$ cat config.mk
export PLATFORM = sky130hd
export DESIGN_NAME = seq_div_16b
export DESIGN_NICKNAME = d
export VERILOG_FILES = /design/src/rtl/seq_div_16b.sv
export SDC_FILE = /design/constraint.sdc
export NUM_CORES = 1
export LEC_CHECK = 0
export CORE_ASPECT_RATIO = 0.8
export CORE_MARGIN = 1.5
export CORE_UTILIZATION = 49
export CTS_CLUSTER_SIZE = 28
export DETAILED_ROUTE_END_ITERATION = 8
export PLACE_DENSITY = 0.87
export REMOVE_ABC_BUFFERS = 1
export SYNTH_ARGS = -nofsm -noshare
export SYNTH_HDL_FRONTEND = slang
export SYNTH_SLANG_ARGS = --single-unit
$ cat constraint.sdc
create_clock -name clk -period 2.2 [get_ports clk]
set_input_delay 0.22 -clock clk [delete_from_list [all_inputs] [get_ports clk]]
set_output_delay 0.22 -clock clk [all_outputs]
set_load 0.01 [all_outputs]
$ cat src/rtl/seq_div_16b.sv
// rtl/seq_div_16b.sv - multi-cycle radix-2 restoring unsigned divider
module seq_div_16b #(
    parameter int WIDTH = 16
) (
    input  logic             clk,
    input  logic             rst_n,
    input  logic             start,
    input  logic [WIDTH-1:0] dividend,
    input  logic [WIDTH-1:0] divisor,
    output logic             busy,
    output logic             done,
    output logic [WIDTH-1:0] quotient,
    output logic [WIDTH-1:0] remainder,
    output logic             div_by_zero
);

    localparam int CW = $clog2(WIDTH) + 1;

    typedef enum logic [1:0] {
        S_IDLE = 2'd0,
        S_RUN  = 2'd1,
        S_DONE = 2'd2
    } state_t;

    state_t           state_q, state_d;
    logic [WIDTH-1:0] divisor_q, divisor_d;
    // While iterations remain, the partial remainder is the running modulus of
    // at most WIDTH-1 dividend bits, so it always fits in WIDTH-1 bits. Only the
    // final iteration can produce a full-width remainder, and that one goes
    // straight to the result register.
    logic [WIDTH-2:0] rem_q, rem_d;
    logic [WIDTH-1:0] quo_q, quo_d;
    logic [CW-1:0]    count_q, count_d;
    logic [WIDTH-1:0] quotient_q, quotient_d;
    logic [WIDTH-1:0] remainder_q, remainder_d;
    logic             dbz_q, dbz_d;

    logic [WIDTH-1:0] r_shift;
    logic [WIDTH-1:0] q_shift;
    logic [WIDTH:0]   trial;
    logic [WIDTH-1:0] rem_next;
    logic [WIDTH-1:0] quo_next;

    // One restoring step: shift {r,q} left, trial-subtract, keep or restore.
    always_comb begin
        r_shift = {rem_q, quo_q[WIDTH-1]};
        q_shift = {quo_q[WIDTH-2:0], 1'b0};
        trial   = {1'b0, r_shift} - {1'b0, divisor_q};
        if (!trial[WIDTH]) begin
            rem_next = trial[WIDTH-1:0];
            quo_next = q_shift | {{(WIDTH-1){1'b0}}, 1'b1};
        end else begin
            rem_next = r_shift;
            quo_next = q_shift;
        end
    end

    // Next-state and datapath load/iterate decisions.
    always_comb begin
        state_d     = state_q;
        divisor_d   = divisor_q;
        rem_d       = rem_q;
        quo_d       = quo_q;
        count_d     = count_q;
        quotient_d  = quotient_q;
        remainder_d = remainder_q;
        dbz_d       = dbz_q;

        case (state_q)
            S_IDLE, S_DONE: begin
                if (start) begin
                    if (divisor == '0) begin
                        // Flag and finish at once; no iterations are run.
                        state_d     = S_DONE;
                        quotient_d  = '1;
                        remainder_d = dividend;
                        dbz_d       = 1'b1;
                    end else begin
                        state_d   = S_RUN;
                        divisor_d = divisor;
                        rem_d     = '0;
                        quo_d     = dividend;
                        count_d   = CW'(WIDTH);
                        dbz_d     = 1'b0;
                    end
                end else if (state_q == S_DONE) begin
                    state_d = S_IDLE;
                end
            end
            S_RUN: begin
                // start is deliberately ignored while iterating.
                rem_d   = rem_next[WIDTH-2:0];
                quo_d   = quo_next;
                count_d = count_q - CW'(1);
                if (count_q == CW'(1)) begin
                    state_d     = S_DONE;
                    quotient_d  = quo_next;
                    remainder_d = rem_next;
                end
            end
            default: begin
                state_d = S_IDLE;
            end
        endcase
    end

    // State and datapath registers with synchronous active-low reset.
    always_ff @(posedge clk) begin
        if (!rst_n) begin
            state_q     <= S_IDLE;
            divisor_q   <= '0;
            rem_q       <= '0;
            quo_q       <= '0;
            count_q     <= '0;
            quotient_q  <= '0;
            remainder_q <= '0;
            dbz_q       <= 1'b0;
        end else begin
            state_q     <= state_d;
            divisor_q   <= divisor_d;
            rem_q       <= rem_d;
            quo_q       <= quo_d;
            count_q     <= count_d;
            quotient_q  <= quotient_d;
            remainder_q <= remainder_d;
            dbz_q       <= dbz_d;
        end
    end

    assign busy        = (state_q == S_RUN);
    assign done        = (state_q == S_DONE);
    assign quotient    = quotient_q;
    assign remainder   = remainder_q;
    assign div_by_zero = dbz_q;

endmodule

## Word-level counts from Yosys, hierarchy flattened

Cells that the tools add are included.
Widths: inputs -> output; s select.

- Equality and inequality tests: 8
- Bitwise operators: 1
- Multiplexer cells: 25
- Add/subtract/negate cells: 2
- Reduce and logical (&&, ||, !) cells: 9

Operators by type and width:

| kind | count |
|---|---|
| $mux 16 | 9 |
| $pmux 16 s2 | 3 |
| $mux 15 | 2 |
| $pmux 15 s2 | 1 |
| $sub 16x16->17 | 1 |
| $logic_not 16->1 | 1 |
| $mux 5 | 2 |
| $pmux 5 s2 | 1 |
| $mux 2 | 4 |
| $ne 2x2->1 const B | 3 |
| $reduce_and 3->1 | 2 |
| $eq 5x1->1 const B | 1 |
| $sub 5x1->5 const B | 1 |
| $pmux 2 s2 | 1 |
| $reduce_and 2->1 | 2 |
| $reduce_and 4->1 | 1 |
| $ne 3x3->1 const B | 1 |
| $eq 2x1->1 const B | 1 |
| $eq 2x2->1 const B | 1 |
| $logic_not 2->1 | 1 |
| $mux 1 | 2 |
| $ne 2x1->1 const B | 1 |
| $reduce_bool 2->1 | 1 |
| $reduce_or 2->1 | 1 |
| $not 1->1 | 1 |

- Word-level logic and storage cells: 53
- Input port bits: 35
- Bits in registers: 87

## Longest topological paths before layout

Gate-level depths: netlist of the first run.

- Word-level depth: 4
- Depth in mapped cells: 11
- Depth with buffers taken out: 9

## Least setup slack after synthesis of the first run

OpenSTA, ideal clock, no wires.

- Kind: register -> register
- Start: reg quo_q[15]
- End: reg rem_q[10]
- Period minus slack after synthesis: 2.197 ns
- Arrival: 2.065 ns
- Path slack: 0.003 ns
- Library setup time: 0.132 ns
- Stages on the path, launching flop included: 12
- Cells stage by stage: dfxtp_1 > inv_1 > ha_1 > fa_1 > nand2b_1 > a21oi_1 > o21ai_2 > a31o_1 > buf_6 > buf_6 > a32oi_2 > a21oi_1

- Cells in the longest elaborated chain, start to end: 3

Ends and longest elaborated chain:

| item | line | source |
|---|---|---|
| from (decl) | 32 | `logic [WIDTH-1:0] quo_q, quo_d;` |
| from (signal assigned) | 122 | `quo_q <= quo_d;` |
| $sub 16x16->17 | 48 | `trial = {1'b0, r_shift} - {1'b0, divisor_q};` |
| $mux 16 | 49 | `if (!trial[WIDTH]) begin` |
| $pmux 15 s2 | 69 | `case (state_q)` |
| to (signal assigned) | 121 | `rem_q <= rem_d;` |
| to (decl) | 31 | `logic [WIDTH-2:0] rem_q, rem_d;` |

No other way between the ends.
A chain may end at the register's enable or synchronous reset.

## Worst setup path after layout of the first run

- Start: reg quo_q[15]
- End: reg rem_q[6]

The elaborated chain is that of the path after synthesis.

==> flow_summary.yaml, run 1 <==
status:
  violations: "negative setup slack"
  status: "finished, violations left"
global_route:
  antenna_found_initial: 0
  grt_pass1_wl_um: 21110
  grt_max_degree: 45
  first_global_vias: 4315
  gr-total-overflow: 0
  track_usage: 0.2843
placement:
  place.gp.congestion: 0.9279
  portBuffers: 69
  dp_hpwl_um: 9555
  post_dp_cell_area_sq_um: 5658
  dp_cells: 783
drt:
  wl_per_cell_um: 16.78
  vias: 4725
  routed_via_density: 5.862
  routed_wl_um: 13520
  drtPass1Iterations: 7
  postRouteAntennaNets: 0
  drc: 0
  drt_iter0_drc: 376
sta:
  rsz0062_at_grt: "true"
  finalCritPeriodShare: 1.008
  whs_ns: 0.4577
  fin_ws_ns: -0.01660
  finalClockSkew_ns: 0.009356
  slew_viol_final: 0
  fin_crit_ns: 2.217
  finalHoldViolations: 0
  setup_violations: 4
  slew_headroom: 0.6486
  tightest_slew_ns: 0.5240
  fmax_ghz: 0.4511
floorplan:
  coreArea_sq_um: 8633
  dieArea_sq_um: 9638
  io_pins: 70
  start_util: 0.5139
  die_w_um: 109.4
  die_h_um: 88.11
  fp-row-count: 30
cts:
  cts_inserted_buffers: 9
  cts_tree: "built"
  insertion_delay_ns: 0.35
  cts_hold_buf: 0
  clk_pin_slew_ns: 0.07
  root_buffer: "clkbuf_16"
  htreeDepth: 3
  cts_buffer_depth: 2
  cts.sinks: 87
yosys:
  async_reset_ff_frac: 0
  synth_top_family_by_area: "compound AO/OA/AOI/OAI gates"
  synth_area_per_cell_sq_um: 7.811
  synth-adder-area-share: 0.05809
  synthMuxAreaShare: 0
  synth_edf_count: 0
  yosysWarnings: 0
  synthCells: 568
  yosys.area_share.simple: 0.1816
  synthXorXnorAreaFrac: 0.01579
  ys.flop_type: "dfxtp_1"
  synthesis.area_sq_um: 4437
  synth_seq_area_share: 0.3926
  synth-seq-cells: 87
  synth_compound_area_frac: 0.2936
  synth_cell_type_count: 55
finish:
  instances_no_fill: 806
  areaGrowthSynthToFinish_pct: 39.28
  final_cell_mix: "91 x nand2_1, 84 x dfxtp_1, 69 x a21oi_1, 69 x clkdlybuf4s50_1, 69 x buf_4"
  final_util: 0.7158
  stdcell_area_sq_um: 6180
  fin_nets: 745
  fillCellCount: 675
  final_layout_size_suffix_gt1_frac: 0.1931
  diodes: 0
  layout_commonest_cell: "nand2_1"
power_and_ir_drop:
  power_leakage_nw: 2.458
  clkPwrFrac: 0.302
  pwr-share-seq: 0.363
  powerDensity_nw_per_um2: 790.1
  switchingPower_w: 0.001626
  p_int_w: 0.003257
  netSwitchingFraction: 0.3329
  comb_power_share: 0.335
  total_power_w: 0.004882
  peakVddDrop_v: 0.0005327
worst_hold_path:
  holdPathStages: 2
  hp-class: "register to register"
worst_setup_path:
  required_ns: 2.42
  critPathArrivalTime_ns: 2.43
  path_class: "register to register"
  r2r_cells: 11
  cp-end-kind: "register"
  critPathMaxFanout: 2
  cp-start-kind: "register"
run:
  maxCapViolCount: 0
## logic make-up after synthesis
kind of cell	after synthesis
buf+inv	59
flops	87
xor+xnor	8
simple gates	180
fa+ha+maj	20
compound gates	214
## critical path, stage by stage, from the launching register on
cell and delay, ns:
dfxtp_2 0.34, inv_2 0.05, ha_4 0.15, fa_2 0.35, nand2b_4 0.17, buf_6 0.12, a21o_1 0.17, buf_4 0.14
and2_4 0.13, xnor2_1 0.13, a22oi_1 0.21, a21oi_1 0.11
## state kept, by name, summed over array words and instances, names as in the netlist
register,flops
quotient,16
state_q,2
div_by_zero,1
quo_q,16
rem_q,15
divisor_q,16
count_q,5
remainder,16
## cells in the mapped netlist, types with 4 or more instances
library cell | count | share of area
dfxtp_1 | 87 | 0.39
clkbuf_1 | 21 | 0.018
buf_2 | 9 | 0.010
o21ai_1 | 14 | 0.016
nand2b_1 | 7 | 0.0099
o21a_1 | 7 | 0.012
a21oi_1 | 77 | 0.087
xnor2_1 | 4 | 0.0079
nor4_2 | 4 | 0.011
a21o_1 | 6 | 0.010
ha_1 | 19 | 0.054
o21ai_0 | 47 | 0.053
nor2_1 | 49 | 0.041
a31oi_1 | 13 | 0.018
xor2_1 | 4 | 0.0079
nor3_1 | 4 | 0.0045
inv_1 | 24 | 0.020
a311oi_1 | 15 | 0.030
nand2_1 | 91 | 0.077
a22oi_1 | 7 | 0.012
## what timing repair did
item                                    CTS  global route
pin swaps                                 6            20
setup buffers                             3             5
cloned                                    1             0
gates resized for setup                  13            29
hold endpoints to repair                  0             0
endpoints found under the setup margin   32            32
## layer usage
layer	global-route usage	vias up	part of all wire
li1	-	2278	-
met1	0.3755	2211	0.44
met2	0.4664	207	0.47
met3	0.05506	29	0.065
met4	0.09681	0	0.021
met5	0	-	0
## through the flow
step / setup TNS, ns / setup slack (ns)
after global routing: -1.296 / -0.09346
after detailed placement: -3.287 / -0.1772
after CTS: 0 / 0.001739
final: -0.03916 / -0.01660
after global placement: -1.574 / -0.1271
after floorplan: -22.59 / -0.9802
## worst paths after layout
kind,startpoint,endpoint,slack (ns)
worst max-delay path,quo_q[15]$_SDFFE_PN0P_,rem_q[6]$_SDFFE_PN0P_,-0.02
worst min-delay path,divisor_q[11]$_SDFFE_PN0P_,divisor_q[11]$_SDFFE_PN0P_,0.46
worst max register to register,quo_q[15]$_SDFFE_PN0P_,rem_q[6]$_SDFFE_PN0P_,-0.02
worst min register to register,divisor_q[11]$_SDFFE_PN0P_,divisor_q[11]$_SDFFE_PN0P_,0.46
## cell type report
| cell class | instances | area, sq um | area share |
|---|---|---|---|
| Sequential cell | 87 | 1745 | 0.2824 |
| Clock inverter | 5 | 42.54 | 0.006884 |
| Clock buffer | 10 | 239.0 | 0.03867 |
| Tap cell | 112 | 140.1 | 0.02268 |
| Inverter | 25 | 93.84 | 0.01519 |
| Multi-Input combinational cell | 422 | 2596 | 0.4201 |
| Timing Repair Buffer | 145 | 1323 | 0.2140 |
## power groups by stage
stage	combinational [W]	clock, W	sequential [W]
after floorplan	0.000797	0	0.00179
after global placement	0.00136	0	0.00179
after detailed placement	0.00139	0	0.00180
after CTS	0.00149	0.00149	0.00176
after global routing	0.00177	0.00155	0.00178
final	0.00163	0.00148	0.00177
Note: power is estimated with default switching activity, not from simulation.
==> run 2: changes to the inputs <==
- CORE_UTILIZATION: 49 -> 55
- DONT_BUFFER_PORTS: not set -> 1
- PLACE_DENSITY: 0.87 -> 0.8
- clock period: 2.2 -> 2.04 ns (I/O delays scaled with it)
==> flow_summary.yaml, run 2 (synthesis results as in run 1) <==
drt:
  wl_per_cell_um: 18.59
  drc: 0
  routed_wl_um: 14550
  postRouteAntennaNets: 0
  drtPass1Iterations: 5
  drt_iter0_drc: 376
  routed_via_density: 6.133
  vias: 4802
finish:
  final_layout_size_suffix_gt1_frac: 0.2681
  layout_commonest_cell: "nand2_1"
  instances_no_fill: 783
  final_cell_mix: "89 x nand2_1, 88 x buf_4, 80 x dfxtp_1, 67 x a21oi_1, 49 x nor2_1"
  fin_nets: 725
  fillCellCount: 543
  areaGrowthSynthToFinish_pct: 35.00
  diodes: 0
sta:
  whs_ns: -0.005226
  finalHoldViolations: 1
  finalClockSkew_ns: 0.01445
  finalCritPeriodShare: 1.112
  slew_headroom: 0.2527
  slew_viol_final: 0
  tightest_slew_ns: 1.117
  fin_crit_ns: 2.269
  rsz0062_at_grt: "true"
  fmax_ghz: 0.4408
  fin_ws_ns: -0.2288
  setup_violations: 32
global_route:
  grt_max_degree: 41
  grt_pass1_wl_um: 21130
  gr-total-overflow: 0
  track_usage: 0.3147
  antenna_found_initial: 0
  first_global_vias: 4410
floorplan:
  coreArea_sq_um: 7874
  fp-row-count: 29
  start_util: 0.5635
  dieArea_sq_um: 8618
  die_w_um: 103.4
  die_h_um: 83.34
  io_pins: 70
placement:
  place.gp.congestion: 1.011
  dp_hpwl_um: 8940
  portBuffers: 0
  dp_cells: 726
cts:
  cts_tree: "built"
  insertion_delay_ns: 0.37
  htreeDepth: 3
  cts_inserted_buffers: 9
  cts.sinks: 87
  root_buffer: "clkbuf_8"
  clk_pin_slew_ns: 0.10
  cts_buffer_depth: 2
run:
  maxCapViolCount: 0
power_and_ir_drop:
  powerDensity_nw_per_um2: 873.9
  peakVddDrop_v: 0.0007366
  power_leakage_nw: 2.435
worst_setup_path:
  required_ns: 2.34
  critPathArrivalTime_ns: 2.57
  cp-end-kind: "register"
  critPathMaxFanout: 6
  r2r_setup_slack_ns: -0.23
  cp-start-kind: "register"
  path_class: "register to register"
worst_hold_path:
  hp-class: "input pin to register"
status:
  violations: "negative hold slack, negative setup slack"
  status: "finished, violations left"
==> run 2: changes by cell type in the layout (fill, tap and decap cells not counted), sizes merged <==
cell	change
dlygate4sd3	+27
clkbuf	-1
clkdlybuf4s50	-69
clkinv	+1
a31o	+1
inv	+1
buf	+21
==> run 2: final cells by class <==
cell class | instances | area (sq um) | share of cell area
timing repair buffer | 124 | 1050 | 0.1753
sequential | 87 | 1750 | 0.2923
clock inverter | 7 | 72.57 | 0.01212
multi-input combinational | 423 | 2764 | 0.4615
tap | 108 | 135.1 | 0.02256
clock buffer | 9 | 123.9 | 0.02068
inverter | 25 | 93.84 | 0.01567
==> run 2: worst max-delay path, cell delays in order, from the launching register on <==
cell and delay [ns]:
dfxtp_2 0.35, inv_2 0.06, ha_4 0.15, fa_2 0.35, nand2b_4 0.17, a21oi_4 0.18, o21ai_4 0.09, buf_6 0.14
a21boi_4 0.21, buf_6 0.14, buf_6 0.13, a22oi_2 0.07, a21oi_1 0.15
==> run 2: per-stage QoR <==
step             util  setup WS [ns]  setup TNS [ns]  power [W]  area (sq um)
6_report       0.7607        -0.2288          -5.543   0.005234          5989
3_3_place_gp   0.6423        -0.2999          -7.705   0.003328          5057
3_5_place_dp   0.6423        -0.3765          -9.614   0.003366          5057
5_1_grt        0.7607        -0.3146          -8.000   0.005436          5989
4_1_cts        0.7300       -0.08942          -1.507   0.004837          5748
2_1_floorplan       -         -1.140          -34.09   0.002788          4272
==> run 2: timing repair <==
item,in CTS,in global routing
gates cloned,1,1
setup endpoints to repair,33,36
endpoints found under the hold margin,60,0
pin swaps,12,25
buffers inserted,5,7
gates resized for setup,41,35
hold buffers,27,0
==> run 2: report_power, final <==
part,switching [W],leakage (nW),internal (W)
clock network,0.000741,0.0966,0.000479
logic,0.00111,1.63,0.000976
registers,0.000109,0.712,0.00182
total,0.00196,2.44,0.00327
==> run 2: worst paths after layout <==
| check | from | endpoint | depth (start not counted) |
|---|---|---|---|
| min | dividend[7] | quo_q[7]$_SDFFE_PN0P_ | 2 |
| min reg2reg | divisor_q[7]$_SDFFE_PN0P_ | divisor_q[7]$_SDFFE_PN0P_ | 2 |
| max | quo_q[15]$_SDFFE_PN0P_ | rem_q[7]$_SDFFE_PN0P_ | 12 |
| max reg2reg | quo_q[15]$_SDFFE_PN0P_ | rem_q[7]$_SDFFE_PN0P_ | 12 |
==> run 2: per-layer routing <==
| metal | vias to the layer above | track usage | wire, um |
|---|---|---|---|
| met2 | 259 | 0.5092 | 6971 |
| met5 | - | 0 | 0 |
| met3 | 57 | 0.08586 | 1284 |
| li1 | 2232 | - | - |
| met1 | 2254 | 0.4047 | 5809 |
| met4 | 0 | 0.09828 | 487 |
==> run 3: changes to the inputs <==
- ABC_CLOCK_PERIOD_IN_PS: not set -> 2040
==> results of run 3 <==
Same layout as run 2: the final DEF is identical, and so are final timing and power.
